**src/rtl/mem_access_stage.sv**
```systemverilog
// -----------------------------------------------------------------------------
// mem_access_stage
//   Memory stage of the 5-stage pipeline. Passes non-memory instructions to
//   writeback with one cycle of latency. Loads and stores go out on a req/ack
//   data-memory port. While an access is outstanding the stage stalls upstream
//   and sends NOP bubbles to writeback. An access that gets no ack within
//   TIMEOUT_CYC wait cycles is dropped and raises a sticky error flag.
//
// Ports
//   clock, reset          rising-edge clock, synchronous active-high reset
//   valid3_in, ir3_in     EX-stage instruction and its valid flag
//   alu3_in, r1_3_in      ALU result / memory address, store data
//   mem_stall             combinational hold request to upstream stages
//   mem_req/we/addr/wdata registered data-memory request
//   mem_rdata, mem_ack    load data, one-cycle completion strobe
//   valid4_out, ir4_out   writeback instruction and its valid flag
//   IR4Wire_out           ir4_out[3:0], the opcode for writeback control
//   alu4_out, mdr4_out    ALU result and load data to writeback
//   mem_err               sticky timeout flag
//   state_dbg_out         FSM state (0 = IDLE, 1 = WAIT)
//
// Handshake: in WAIT, mem_req/mem_we/mem_addr/mem_wdata stay constant until
// the cycle in which mem_ack is sampled high. That cycle completes the access,
// and mem_req drops at the following edge. mem_ack is ignored in IDLE.
// -----------------------------------------------------------------------------
module mem_access_stage #(
  parameter int IR_W        = 8,
  parameter int DATA_W      = 8,
  parameter int TIMEOUT_CYC = 16
) (
  input  logic              clock,
  input  logic              reset,
  input  logic              valid3_in,
  input  logic [IR_W-1:0]   ir3_in,
  input  logic [DATA_W-1:0] alu3_in,
  input  logic [DATA_W-1:0] r1_3_in,
  output logic              mem_stall,
  output logic              mem_req,
  output logic              mem_we,
  output logic [DATA_W-1:0] mem_addr,
  output logic [DATA_W-1:0] mem_wdata,
  input  logic [DATA_W-1:0] mem_rdata,
  input  logic              mem_ack,
  output logic              valid4_out,
  output logic [IR_W-1:0]   ir4_out,
  output logic [3:0]        IR4Wire_out,
  output logic [DATA_W-1:0] alu4_out,
  output logic [DATA_W-1:0] mdr4_out,
  output logic              mem_err,
  output logic              state_dbg_out
);

  localparam logic [IR_W-1:0] NOP   = {{(IR_W-4){1'b0}}, 4'b1010};
  localparam logic [3:0]      OP_LD = 4'b0000;
  localparam logic [3:0]      OP_ST = 4'b0010;
  localparam int CNT_W = (TIMEOUT_CYC > 1) ? $clog2(TIMEOUT_CYC) : 1;
  localparam logic [CNT_W-1:0] CNT_LAST = CNT_W'(TIMEOUT_CYC - 1);

  typedef enum logic {S_IDLE = 1'b0, S_WAIT = 1'b1} state_t;

  state_t            r_state, w_state_n;
  logic [IR_W-1:0]   r_ir_lat, w_ir_lat_n;
  logic [DATA_W-1:0] r_alu_lat, w_alu_lat_n;
  logic [CNT_W-1:0]  r_cnt, w_cnt_n;
  logic              r_req, w_req_n;
  logic              r_we, w_we_n;
  logic [DATA_W-1:0] r_addr, w_addr_n;
  logic [DATA_W-1:0] r_wdata, w_wdata_n;
  logic              r_valid4, w_valid4_n;
  logic [IR_W-1:0]   r_ir4, w_ir4_n;
  logic [DATA_W-1:0] r_alu4, w_alu4_n;
  logic [DATA_W-1:0] r_mdr4, w_mdr4_n;
  logic              r_err, w_err_n;
  logic              w_stall;
  logic              w_mem_op;

  assign w_mem_op = valid3_in && ((ir3_in[3:0] == OP_LD) || (ir3_in[3:0] == OP_ST));

  always_ff @(posedge clock) begin
    if (reset) begin
      r_state   <= S_IDLE;
      r_ir_lat  <= '0;
      r_alu_lat <= '0;
      r_cnt     <= '0;
      r_req     <= 1'b0;
      r_we      <= 1'b0;
      r_addr    <= '0;
      r_wdata   <= '0;
      r_valid4  <= 1'b0;
      r_ir4     <= NOP;
      r_alu4    <= '0;
      r_mdr4    <= '0;
      r_err     <= 1'b0;
    end else begin
      r_state   <= w_state_n;
      r_ir_lat  <= w_ir_lat_n;
      r_alu_lat <= w_alu_lat_n;
      r_cnt     <= w_cnt_n;
      r_req     <= w_req_n;
      r_we      <= w_we_n;
      r_addr    <= w_addr_n;
      r_wdata   <= w_wdata_n;
      r_valid4  <= w_valid4_n;
      r_ir4     <= w_ir4_n;
      r_alu4    <= w_alu4_n;
      r_mdr4    <= w_mdr4_n;
      r_err     <= w_err_n;
    end
  end

  always_comb begin
    w_state_n   = r_state;
    w_ir_lat_n  = r_ir_lat;
    w_alu_lat_n = r_alu_lat;
    w_cnt_n     = r_cnt;
    w_req_n     = r_req;
    w_we_n      = r_we;
    w_addr_n    = r_addr;
    w_wdata_n   = r_wdata;
    w_valid4_n  = 1'b0;
    w_ir4_n     = NOP;
    w_alu4_n    = r_alu4;
    w_mdr4_n    = r_mdr4;
    w_err_n     = r_err;
    w_stall     = 1'b0;
    case (r_state)
      S_IDLE: begin
        if (w_mem_op) begin
          // Issue the access; this cycle is a bubble to writeback.
          w_stall     = 1'b1;
          w_ir_lat_n  = ir3_in;
          w_alu_lat_n = alu3_in;
          w_req_n     = 1'b1;
          w_we_n      = (ir3_in[3:0] == OP_ST);
          w_addr_n    = alu3_in;
          w_wdata_n   = r1_3_in;
          w_cnt_n     = '0;
          w_state_n   = S_WAIT;
        end else if (valid3_in) begin
          w_valid4_n = 1'b1;
          w_ir4_n    = ir3_in;
          w_alu4_n   = alu3_in;
        end
      end
      S_WAIT: begin
        // Ack is tested first so it beats a timeout in the same cycle.
        if (mem_ack) begin
          w_valid4_n = 1'b1;
          w_ir4_n    = r_ir_lat;
          w_alu4_n   = r_alu_lat;
          if (!r_we) w_mdr4_n = mem_rdata;
          w_req_n    = 1'b0;
          w_state_n  = S_IDLE;
        end else if (r_cnt == CNT_LAST) begin
          // Give up: release upstream and drop the instruction.
          w_req_n   = 1'b0;
          w_err_n   = 1'b1;
          w_state_n = S_IDLE;
        end else begin
          w_stall = 1'b1;
          w_cnt_n = r_cnt + CNT_W'(1);
        end
      end
      default: w_state_n = S_IDLE;
    endcase
  end

  assign mem_stall     = w_stall;
  assign mem_req       = r_req;
  assign mem_we        = r_we;
  assign mem_addr      = r_addr;
  assign mem_wdata     = r_wdata;
  assign valid4_out    = r_valid4;
  assign ir4_out       = r_ir4;
  assign IR4Wire_out   = r_ir4[3:0];
  assign alu4_out      = r_alu4;
  assign mdr4_out      = r_mdr4;
  assign mem_err       = r_err;
  assign state_dbg_out = r_state;

endmodule

```
**config.mk**
```make
export PLATFORM = sky130hd
export DESIGN_NAME = mem_access_stage
export DESIGN_NICKNAME = d
export VERILOG_FILES = /design/src/rtl/mem_access_stage.sv
export SDC_FILE = /design/constraint.sdc
export NUM_CORES = 1
export LEC_CHECK = 0
export ABC_AREA = 1
export CORE_ASPECT_RATIO = 0.6
export CORE_MARGIN = 1
export CORE_UTILIZATION = 43
export DETAILED_ROUTE_END_ITERATION = 7
export GPL_TIMING_DRIVEN = 0
export PLACE_DENSITY = 0.91
export SLEW_MARGIN = 20
export SYNTH_ARGS = -nofsm -noshare
export SYNTH_HDL_FRONTEND = slang
export SYNTH_SLANG_ARGS = --single-unit
```
**constraint.sdc**
```tcl
create_clock -name clock -period 1.7 [get_ports clock]
set_clock_uncertainty 0.1 [all_clocks]
set_input_delay 0.17 -clock clock [delete_from_list [all_inputs] [get_ports clock]]
set_output_delay 0.17 -clock clock [all_outputs]
set_load 0.02 [all_outputs]
```
# Yosys cells after proc, flatten, opt, wreduce, memory -nomap -nowiden
# Cells that the tools add are included.
# classes
n_eq_ne,9
muxes,24
n_bitwise,3
n_addsub,1
reduce_logical,9
# op_table
operator,n
8-bit two-way mux,6
8-bit one-hot mux with 2 select lines,2
4-bit two-way mux,3
2-bit != test (second input constant),6
3-bit AND reduction,4
1-bit two-way mux,9
4-bit one-hot mux with 2 select lines,1
1-bit one-hot mux with 2 select lines,3
4-bit by 1-bit adder with 4-bit output (second input constant),1
4-bit by 2-bit equality test with 1-bit output (second input constant),1
4-bit equality test (second input constant),1
4-bit zero test,1
2-bit AND reduction,2
3-bit by 2-bit != test with 1-bit output (second input constant),1
1-bit inverter,3
1-bit logical AND,1
1-bit logical OR,1
# totals
output_inout_bits,50
in_bits,36
elab_cells,58
regBits,57

# Logic depth before layout (Yosys ltp)
# Gate-level depths: netlist of run 1.
# depth
depth_word,5
ltp_mapped,9
ltp_nobuf,8

# Worst setup path before layout of run 1
# Ideal clock, no wire load.
# synth_timing
path_type,register to register
from,register r_state (netlist: state_dbg_out)
to,register r_cnt[2]
t_arrival_ns,1.169
path_slack_ns,0.314
setup_ns,0.117
stages_incl_launch_ff,9
required_ns,1.483
n_path_buf,1
synth_period_minus_slack_ns,1.386
path_cell_list,dfxtp_1 -> buf_6 -> inv_4 -> nand2_4 -> inv_4 -> nand3_4 -> nand2_2 -> a21oi_1 -> nor2_1
# synth_between
elab_chain_len,3
elab_cells_between_ends,6
classes_between,eq/ne (3); mux (1); bitwise (1); reduce/logical (1)
# synth_rtl
item,line,source
"start, declared",61,"state_t r_state, w_state_n;"
"start signal, assigned",95,r_state <= w_state_n;
1-bit inverter (no source line),n/a,
2-bit != test (no source line),n/a,
3-bit AND reduction (no source line),n/a,
"end signal, assigned",98,r_cnt <= w_cnt_n;
"end, declared",64,"logic [CNT_W-1:0] r_cnt, w_cnt_n;"
# Parallel ways exist; a longest one is shown, timed or not.
# A chain may end at the register's enable or synchronous reset.

# Worst setup path in the final report of run 1
# layout_timing
from,register r_we (netlist: mem_we)
to,output port mem_we
# layout_lines
item,line,source
"start, declared",66,"logic r_we, w_we_n;"
"start signal, assigned",100,r_we <= w_we_n;
"end, declared",39,"output logic mem_we,"
# No word-level cell between the ends.

==> run_results.csv, run 1 <==
group,metric,value,unit
outcome,status,"finished, final reports clean",
sta,tightest_slew,0.471,ns
die,die-height,57.8,um
critical_path,crit_family,"buffers and inverters",
clock_network,numCtsBuffers,9,
synth,yosysSeqAreaShare,51.2,%
routing,vias,2200,
global_routing,grt_pass1_wl,9940,um
critical_path,slowest_stage,"clkdlybuf4s50_1",
global_routing,grt_max_degree,11,
sta,fin_crit_sh,96.9,%
sta,fmax,607,MHz
synth,synth_cells,277,
finish,fillers,367,
critical_path,worstPathArrival,1.38,ns
finish,nNetsFinal,413,
global_routing,grt.overflow.total,0,
sta,grt_setup_unrepaired,"no",
finish,area_delta_synth_final,54.7,%
routing,firstDrtPassIters,4,
critical_path,cp-end-kind,"output pin",
critical_path,path_class,"reg -> out",
routing,ant_nets,0,
routing,wl,6350,um
run,cap_violations,0,
synth,ys_ff_latch,57,
finish,seqCellArea,1140,um^2
clock_network,hold_buffers,0,
pwr,leakage,1.45,nW
worst_hold_path,hold_class,"in -> reg",
finish,insertedDiodeCount,0,
synth,syn_area,2230,um^2
sta,worst_slack,0.0533,ns
placement,placedCellCount,424,
finish,final_cells,444,
die,die_w,95.0,um
global_routing,grt_util_all_layers,24.6,%
critical_path,critPathMaxStageDelay,0.63,ns
clock_network,clk_pin_slew,0.07,ns
routing,drtIter0Drc,104,
die,die_area,5490,um^2
placement,gp_routability_congestion,0.818,
synth,synth_nets,314,
sta,slew_headroom,68.6,%
routing,route.detailed.drc,0,
clock_network,h-tree-depth,3,
synth,synthDistinctLibCells,26,
synth,synth_largest_area_cell,"dfxtp_1",
placement,portBuffers,84,
clock_network,cts_root_buf,"clkbuf_8",
sta,fin_setup_tns,0,ns
clock_network,cts.sinks,57,
synth,yosysWarnings,0,
critical_path,start_kind,"flip-flop",
die,core-area,4780,um^2
die,ios,86,
pwr,pwr_density_cell,965,nW/um^2
finish,drive_gt1_share,14.4,%
sta,finalCriticalPeriod,1.65,ns
sta,hold_ws,0.0351,ns
clock_network,clockBufferDepth,2,
finish,final_core_util,72.2,%
synth,synth.top_cell.area_share,51.2,%
placement,place_ws,-0.328,ns
synth,synthTopCellsByArea,"dfxtp_1 (51%), nor2_1 (11%), o21ai_0 (10%), nand2_1 (4.2%), a21oi_1 (3.8%)",
routing,wl_per_cell,14.3,um
critical_path,path_cells,"clkdlybuf4s50_1",
critical_path,crit_buf_inv,1,
die,start_util,46.7,%
finish,multi_input_area,910,um^2
critical_path,reg2reg_slack,0.20,ns
sta,hold_violations,0,
placement,hpwlAfterDp,4380,um
sta,final_max_slew_viol_count,0,
critical_path,crit_required,1.43,ns
global_routing,first_global_vias,2106,
sta,setup_violations,0,
global_routing,antenna_found_initial,0,
die,core.rowCount,19,
clock_network,worst_skew_pair.late_latency,0.34,ns
pwr,max-vdd-ir-drop,0.669,mV
routing,viasPerCell,4.95,
critical_path,cp_max_fo,3,
clock_network,cts_tree,"done",
synth,syn_area_per_cell,8.05,um^2
-- registers in the layout, summed over array words and instances, names as in the netlist, 4 cells and up --
| signal | cells |
|---|---|
| alu4_out | 8 |
| ir4_out | 8 |
| mdr4_out | 8 |
| mem_addr | 8 |
| mem_wdata | 8 |
| r_ir_lat | 8 |
| r_cnt | 4 |
-- placed cells by master (no fill, tap or decap), drive strengths merged --
cell type	netlist	final
clkdlybuf4s50	0	82
nor2	68	68
dfxtp	57	57
o21ai	48	48
nand2	31	31
buf	14	19
a21oi	18	18
inv	18	18
clkbuf	3	15
nand3	13	13
o22ai	2	2
bufinv	0	2
clkinv	0	2
a22oi	1	1
nor3	1	1
o211ai	1	1
nand4	1	1
ha	1	1
dlymetal6s2s	0	1
-- power by group --
group	total [mW]	internal, mW	switching (mW)
registers	1.41	1.39	0.0272
logic	0.418	0.206	0.212
clock network	1.50	0.945	0.553
-- layer usage --
layer	vias up	global-route usage, %	share of wire (%)
met3	11	9.84	10
met1	987	31.0	43
li1	1096	-	-
met5	-	0	0
met2	106	37.8	45
met4	0	9.96	1.7
-- through the flow --
step | area, um^2 | total power, mW
floorplan | 2230 | 1.63
global placement | 3150 | 1.84
detailed placement | 3150 | 1.85
CTS | 3420 | 3.33
global route | 3450 | 3.43
finish | 3450 | 3.33
-- synthesized netlist by cell type --
cell,n
buf_6,4
o211ai_1,1
clkbuf_1,3
nand2_4,2
nand3_4,1
nand3_1,11
nor2_4,3
o21ai_1,3
o22ai_1,2
inv_4,3
nand2_1,25
nor3_1,1
ha_1,1
buf_4,6
buf_2,4
nor2_1,65
nand2_2,4
a21oi_2,1
nand3_2,1
a22oi_2,1
inv_2,1
a21oi_1,17
nand4_1,1
dfxtp_1,57
o21ai_0,45
inv_1,14
-- path summary, 6_finish.rpt --
path	from	end	cells after the start
worst max-delay path	mem_we$_SDFFE_PP0P_	mem_we	1
worst min-delay path	reset	r_cnt[3]$_SDFFE_PP0P_	2
worst min register to register	r_ir_lat[2]$_SDFFE_PP0P_	r_ir_lat[2]$_SDFFE_PP0P_	2
worst max register to register	state_dbg_out$_SDFF_PP0_	r_cnt[1]$_SDFFE_PP0P_	9
-- cells by family after synthesis --
logic type	Yosys count	share of synthesized area, %
AND/OR/NAND/NOR	114	23.0
flip-flops	57	51.2
adder cells (fa/ha/maj)	1	0.561
AO/OA/AOI/OAI	70	16.4
buffers and inverters	35	8.81
-- area by class of cell --
class | count | share of cell area, %
clock buffer | 12 | 4.79
buffer | 17 | 3.52
sequential | 57 | 33.2
inverter | 18 | 2.39
clock inverter | 4 | 2.14
timing repair buffer | 88 | 25.4
multi-input combinational | 185 | 26.4
tap | 63 | 2.29
-- repair_timing --
item,CTS,global route
cloned,0,0
gates resized for setup,12,3
pin swaps,2,1
endpoints found under the setup margin,1,2
setup buffers,1,3
Power figures use the tool's default switching activity.
==> run 2, diff against run 1 <==
CORE_UTILIZATION = 39   (was 43)
PLACE_DENSITY = 0.87   (was 0.91)
clock period = 1.5 ns   (was 1.7 ns; I/O delays follow)
==> run_results.csv, run 2 (synthesis results as in run 1) <==
group,metric,value,unit
outcome,status,"finished, final reports clean",
placement,gp_routability_congestion,0.786,
clock_network,cts.sinks,57,
pwr,leakage,1.66,nW
die,start_util,42.2,%
pwr,p_total,3.36,mW
finish,final_common_cell,"nor2_1",
global_routing,grt_util_all_layers,23.0,%
clock_network,hold_buffers,0,
placement,portBuffers,84,
pwr,max-vdd-ir-drop,0.499,mV
sta,slew_headroom,64.9,%
critical_path,reg2reg_to,"alu4_out[4]$_SDFFE_PP0P_",
clock_network,h-tree-depth,3,
routing,wl_per_cell,14.4,um
critical_path,worstPathArrival,1.25,ns
routing,viasPerCell,5.00,
die,core.rowCount,20,
placement,placedCellCount,438,
global_routing,grt_max_degree,11,
worst_hold_path,holdPathEnd,"r_cnt[3]$_SDFFE_PP0P_",
finish,fin_area,3460,um^2
sta,grt_setup_unrepaired,"yes",
placement,placed_cell_area,3170,um^2
clock_network,clockBufferDepth,2,
sta,fin_setup_tns,0,ns
global_routing,first_global_vias,2152,
critical_path,rr_startpoint,"state_dbg_out$_SDFF_PP0_",
worst_hold_path,hold_path_depth,2,
routing,vias,2330,
clock_network,numCtsBuffers,9,
finish,area_delta_synth_final,55.0,%
sta,final_max_slew_viol_count,0,
routing,firstDrtPassIters,5,
run,cap_violations,0,
finish,drive_gt1_share,16.7,%
global_routing,grt_pass1_wl,10300,um
critical_path,reg2reg_slack,0.06,ns
global_routing,antenna_found_initial,0,
critical_path,worstRegToRegCells,9,
die,die-height,60.6,um
sta,setup_violations,0,
clock_network,worst_skew_pair.late_latency,0.34,ns
die,die_area,6030,um^2
routing,drtIter0Drc,169,
sta,hold_ws,0.0188,ns
finish,insertedDiodeCount,0,
sta,tightest_slew,0.526,ns
clock_network,cts_root_buf,"clkbuf_8",
critical_path,crit_required,1.25,ns
clock_network,cts_tree,"done",
finish,nNetsFinal,422,
worst_hold_path,hold_class,"in -> reg",
routing,wl,6730,um
sta,fin_crit_sh,99.7,%
routing,route.detailed.drc,0,
critical_path,cp-end-kind,"output pin",
sta,finalCriticalPeriod,1.50,ns
critical_path,start_kind,"flip-flop",
finish,most-common-layout-cells,"nor2_1 (65), dfxtp_1 (54), dlygate4sd2_1 (48)",
sta,fmax,669,MHz
die,die_w,99.6,um
die,ios,86,
global_routing,grt.overflow.total,0,
routing,ant_nets,0,
clock_network,clk_pin_slew,0.06,ns
worst_hold_path,min_from,"reset",
die,core-area,5280,um^2
pwr,pwr_density_cell,973,nW/um^2
critical_path,cp_max_fo,4,
finish,final_cells,466,
sta,hold_violations,0,
critical_path,path_class,"reg -> out",
placement,hpwlAfterDp,4560,um
-- run 2: cell count changes in the layout (fill, tap and decap cells not counted), sizes merged, moves of 2 or more --
| cell | delta |
|---|---|
| buf | +8 |
| bufinv | -2 |
| dlygate4sd2 | +48 |
| clkdlybuf4s50 | -48 |
-- run 2: worst max-delay path by stage --
stage,startpoint,cells after the start,end,slack [ns]
floorplan,state_dbg_out$_SDFF_PP0_,8,r_cnt[2]$_SDFFE_PP0P_,0.11
global placement,valid3_in,6,mem_stall,-0.45
detailed placement,valid3_in,6,mem_stall,-0.46
CTS,state_dbg_out$_SDFF_PP0_,7,mem_stall,-0.06
global route,state_dbg_out$_SDFF_PP0_,7,mem_stall,-0.05
finish,state_dbg_out$_SDFF_PP0_,7,mem_stall,0.005
-- run 2: repair_timing --
item,CTS,global route
gates cloned,0,1
resized for setup,65,10
endpoints found under the setup margin,56,17
setup buffers,5,7
pin swaps,2,4
-- run 2: final cells by class --
class	instances	area, um^2
tap	77	96.3
multi-input combinational	186	946
sequential	57	1150
clock inverter	2	12.5
buffer	17	123
clock buffer	13	169
timing repair buffer	96	875
fill	436	1820
inverter	18	85.1
-- run 2: metrics by stage --
| step | setup WS [ns] | util (%) |
|---|---|---|
| finish | 0.00463 | 65.5 |
| global route | -0.0454 | 65.5 |
| detailed placement | -0.456 | 60.0 |
| CTS | -0.0577 | 63.8 |
| floorplan | 0.114 | - |
| global placement | -0.448 | 60.0 |
-- run 2: critical path, cell delays in order, from the launching register on --
cell and delay [ns]:
dfxtp_2 0.32, buf_6 0.13, inv_8 0.05, nand2_4 0.06, inv_6 0.06, nand3_4 0.08
nand2_4 0.08, buf_6 0.11
-- run 2: where the power goes --
group          internal [mW]  switching (mW)
logic                  0.208           0.250
registers               1.57          0.0275
clock network          0.722           0.587
-- run 2: routing by layer --
metal	global-route usage (%)	vias up	wire length, um
met5	0	-	0
met1	28.0	1084	2910
met4	7.35	0	82
met2	37.8	117	3080
met3	9.68	9	652
li1	-	1120	-
